### src/rtl/router_reg.sv
// router_reg
// Datapath register stage of the 1x3 router. Driven by the router FSM's
// one-hot state decodes, it latches the header byte, steers header, payload
// and parity bytes onto dout for the FIFO write path, parks a byte that
// arrives while the target FIFO is full, and checks packet parity.
//
// Ports:
//   clock             sole clock, rising edge
//   reset             asynchronous, active-high; clears all state
//   pkt_valid         source byte valid; low on the parity byte
//   data_in[7:0]      source byte; header bits [1:0] are the port address
//   fifo_full         selected FIFO is full
//   detect_add        FSM in DECODE_ADDRESS
//   lfd_state         FSM in LOAD_FIRST_DATA
//   ld_state          FSM in LOAD_DATA
//   laf_state         FSM in LOAD_AFTER_FULL
//   full_state        FSM in FIFO_FULL_STATE
//   rst_int_reg       FSM in CHECK_PARITY_ERROR
//   dout[7:0]         registered byte for the FIFO write port
//   parity_done       registered; packet parity byte has been captured
//   low_packet_valid  registered; pkt_valid fell during LOAD_DATA
//   err               registered; parity mismatch for the current packet

module router_reg (
    input  logic       clock,
    input  logic       reset,
    input  logic       pkt_valid,
    input  logic [7:0] data_in,
    input  logic       fifo_full,
    input  logic       detect_add,
    input  logic       lfd_state,
    input  logic       ld_state,
    input  logic       laf_state,
    input  logic       full_state,
    input  logic       rst_int_reg,
    output logic [7:0] dout,
    output logic       parity_done,
    output logic       low_packet_valid,
    output logic       err
);

    logic [7:0] header_byte;
    logic [7:0] full_byte;
    logic [7:0] int_parity;
    logic [7:0] pkt_parity;

    // Address 3 is not a valid port, so such a header never overwrites the
    // previously latched one.
    always_ff @(posedge clock or posedge reset) begin
        if (reset)
            header_byte <= 8'h00;
        else if (detect_add && pkt_valid && data_in[1:0] != 2'b11)
            header_byte <= data_in;
    end

    // Byte presented to the FIFO. While LOAD_DATA sees a full FIFO, dout
    // holds and the incoming byte is parked in full_byte instead; it is
    // replayed on the LOAD_AFTER_FULL edge.
    always_ff @(posedge clock or posedge reset) begin
        if (reset)
            dout <= 8'h00;
        else if (lfd_state)
            dout <= header_byte;
        else if (ld_state && !fifo_full)
            dout <= data_in;
        else if (laf_state)
            dout <= full_byte;
    end

    always_ff @(posedge clock or posedge reset) begin
        if (reset)
            full_byte <= 8'h00;
        else if (ld_state && fifo_full)
            full_byte <= data_in;
    end

    // Running XOR over header and payload. The parked byte is accumulated
    // on the edge it is captured (full_state is still low then), so it must
    // not be folded in again in LOAD_AFTER_FULL.
    always_ff @(posedge clock or posedge reset) begin
        if (reset)
            int_parity <= 8'h00;
        else if (detect_add)
            int_parity <= 8'h00;
        else if (lfd_state)
            int_parity <= int_parity ^ header_byte;
        else if (ld_state && pkt_valid && !full_state)
            int_parity <= int_parity ^ data_in;
    end

    // The parity byte is captured either directly from data_in, or from
    // full_byte when it was the byte parked during a full stall.
    always_ff @(posedge clock or posedge reset) begin
        if (reset) begin
            pkt_parity  <= 8'h00;
            parity_done <= 1'b0;
        end else if (ld_state && !fifo_full && !pkt_valid) begin
            pkt_parity  <= data_in;
            parity_done <= 1'b1;
        end else if (laf_state && low_packet_valid && !parity_done) begin
            pkt_parity  <= full_byte;
            parity_done <= 1'b1;
        end else if (detect_add) begin
            pkt_parity  <= 8'h00;
            parity_done <= 1'b0;
        end
    end

    always_ff @(posedge clock or posedge reset) begin
        if (reset)
            low_packet_valid <= 1'b0;
        else if (ld_state && !pkt_valid)
            low_packet_valid <= 1'b1;
        else if (rst_int_reg)
            low_packet_valid <= 1'b0;
    end

    // err is sticky for the rest of the packet; only the next
    // DECODE_ADDRESS cycle clears it.
    always_ff @(posedge clock or posedge reset) begin
        if (reset)
            err <= 1'b0;
        else if (detect_add)
            err <= 1'b0;
        else if (parity_done && (int_parity != pkt_parity))
            err <= 1'b1;
    end

endmodule

### config.mk
export PLATFORM = sky130hd
export DESIGN_NAME = router_reg
export DESIGN_NICKNAME = d
export VERILOG_FILES = /design/src/rtl/router_reg.sv
export SDC_FILE = /design/constraint.sdc
export NUM_CORES = 1
export LEC_CHECK = 0
export BUFFER_PORTS_ARGS = -buffer_cell sky130_fd_sc_hd__buf_2
export CAP_MARGIN = 20
export CELL_PAD_IN_SITES_DETAIL_PLACEMENT = 0
export CELL_PAD_IN_SITES_GLOBAL_PLACEMENT = 2
export CORE_ASPECT_RATIO = 2
export CORE_MARGIN = 2
export CORE_UTILIZATION = 40
export CTS_CLUSTER_SIZE = 25
export DETAILED_ROUTE_END_ITERATION = 8
export HOLD_SLACK_MARGIN = 0.05
export PLACE_DENSITY_LB_ADDON = 0.1
export SLEW_MARGIN = 40
export SYNTH_ARGS = -nofsm -noshare
export SYNTH_HDL_FRONTEND = slang
export SYNTH_SLANG_ARGS = --single-unit
### constraint.sdc
create_clock -name clock -period 2.9 [get_ports clock]
set_clock_uncertainty 0.2 [all_clocks]
set_input_delay 0.435 -clock clock [delete_from_list [all_inputs] [get_ports clock]]
set_output_delay 0.435 -clock clock [all_outputs]
set_load 0.01 [all_outputs]
==> results.md <==
- Synthesized cell area: around 2100 µm²
- Io pins: 29
- CTS Sinks: 43
- Critical path class: in -> reg
- Syn-to-layout area delta: 12.60%
- Post-Synthesis Cells: 191
- Layout cells sized above 1: a little over a quarter
- Sequential fraction of the synthesis area: 50.18%
- Critical path required time: 2.92 ns
- Max cap viols: 0
- Top cell type's share of synthesized area: 50.18%
- Rows: 37
- P_leak: approximately 1.1 nW
- GRT Resource Usage Total: 17.15%
- Vias per inst: 5.354
- Setup_tns: 0 ns
- Die area: 5999 µm²
- Total chip power: 1.470 mW
- Crit path max fanout: 15
- Initial cell density of the core: 41.73%
- Clk pin slew, worst setup/hold paths: 0.08 ns
- Outcome: complete, no violations
- Post-Syn Area per Cell: about 11 µm²
- Reg2reg setup slack: 1.40 ns
- Setup violations, final: 0
- Pwr Density: between 600 and 700 nW/µm²
- Routed wire length: 4866 µm
- Vias in the first global route: roughly 1.6k
- Worst skew pair latency: 0.29 ns
- Critical Path AT: roughly 1.7 ns
- Gpl congestion: between 0.7 and 0.8
- Worst Max-Slew Pin Slew: 0.6220 ns
- EDFF count, synth: 0
- Design area: 2415 µm²
- Asr flop ratio synth: 100.0%
- PortBufs: 28
- Cts repair resizes: 0
- Max H-tree Level: 2
- Most used flip-flop cell after synthesis: dfrtp_1
- Nature of the critical path endpoint: flop
- VDD IR-drop max: ~0.38 mV
- Final period util: a little under three fifths
- Hold Path Class: in -> async
- Layout Nets: 239
- Total clock buffers created by CTS: 5
- Area leader, netlist: dfrtp_1
- Non-filler cells, final: 280
- Top cells by instance count after synthesis: dfrtp_1, a21oi_1, mux2i_1, nor2_1, nand2_1
- CP Launch Type: input port
- Fin Hold WS: 0.07001 ns
- Vias post-DR: 1499
- Initial antenna violation count: 0
- Number of iterations in the first detailed-routing pass: 4
- RSZ-0062 raised after global routing: false
- Yosys reg bits: 43
- Synthesis warning total: 0
- Most frequent cell after synthesis: dfrtp_1
- Highest Clock Rate: 602.0 MHz
- CTS tree: built
- Residual DRC count: 0
- Area after DPL: 2333 µm²
- Die W: approximately 56 µm
- 1st-iter DRT viols: 29
- Placed insts: 272
- Slew Limit Fails: 0
- Synth top area cells: dfrtp_1, mux2i_1, a21oi_1
- Largest net degree at the start of global routing: 44
- Routed Antenna Nets: 0
- # diodes: 0
- First-pass GRT wire length: 7962 µm
- Die H: 107.6 µm
- Syn_nets: around 210
- DP HPWL: 3646 µm
- Unique masters post-synth: 30
- Post-DR wirelength/cell: 17.38 µm
- # hold bufs at CTS: 0
- Setup Buffers After CTS: 0
- Final Hold Viols: 0
- Total gr overflow: 0
- Slew HR: just under 60%
- Core Area: 5139 µm²
- Tmin final: 1.661 ns
- Max Root-Sink Buffers: 2
- # fillers: 498
- Root Driver: clkbuf_8
-- logic make-up after synthesis --
kind of cell | after synthesis | share of synthesized area [%]
simple gates | 47 | 11.67
compound gates | 43 | 12.89
flops | 43 | 50.17
mux | 30 | 15.87
xor+xnor | 16 | 6.535
buf+inv | 12 | 2.858
-- path summary, 6_finish.rpt --
kind / start / cells past startpoint / to
worst max-delay path: fifo_full / 5 / pkt_parity[4]
max in group asynchronous: reset / 3 / full_byte[2]
worst max register to register: int_parity[6] / 4 / err
min in group clock: rst_int_reg / 2 / low_packet_valid
worst min-delay path: reset / 3 / low_packet_valid
worst min register to register: err / 1 / err
-- layout by cell type, fill, tap and decap left out, types with 4 or more instances in the layout --
cell	count
clkbuf_8	5
xnor2_1	8
buf_2	28
a221o_1	7
xor2_1	8
a21oi_1	29
mux2_4	6
nand2_1	11
mux2_2	8
dfrtp_1	43
mux2i_1	16
nor2_1	16
inv_1	4
nand3_1	7
-- cell type report --
class	instances	area, µm²	area share [%]
sequential	43	1076	44.56
multi-input combinational	136	1007	41.71
tap	58	72.57	3.005
clock buffer	7	76.32	3.161
clock inverter	1	5.005	0.2073
inverter	4	15.01	0.6218
timing repair buffer	31	162.7	6.736
-- where the power goes --
group	switching, mW	internal [mW]
registers	0.0751	0.696
logic	0.163	0.166
clock network	0.201	0.169
-- flip-flops by register name (all words and copies together) (netlist names) --
register / flops
full_byte: 8
low_packet_valid: 1
header_byte: 8
err: 1
dout: 8
pkt_parity: 8
parity_done: 1
int_parity: 8
-- stage by stage --
stage,setup WS [ns],util (%)
after global routing,1.090,46.99
after floorplan,1.262,-
after CTS,1.222,46.99
after global placement,0.9937,45.41
after detailed placement,0.9141,45.41
final,1.239,46.99
-- critical path, cell delays in order --
cell	delay (ns)
buf_2	0.11
nand2b_1	0.36
o21ai_2	0.54
a21oi_1	0.10
a21oi_1	0.13
-- per-layer routing --
layer / wire (µm) / GRT usage [%] / vias to the layer above
met5: 0 / 0 / -
met4: 29 / 5.226 / 0
met3: 143 / 2.524 / 2
met2: 2618 / 30.44 / 30
met1: 2074 / 21.18 / 730
li1: - / - / 737
Note: power is estimated with default switching activity, not from simulation.
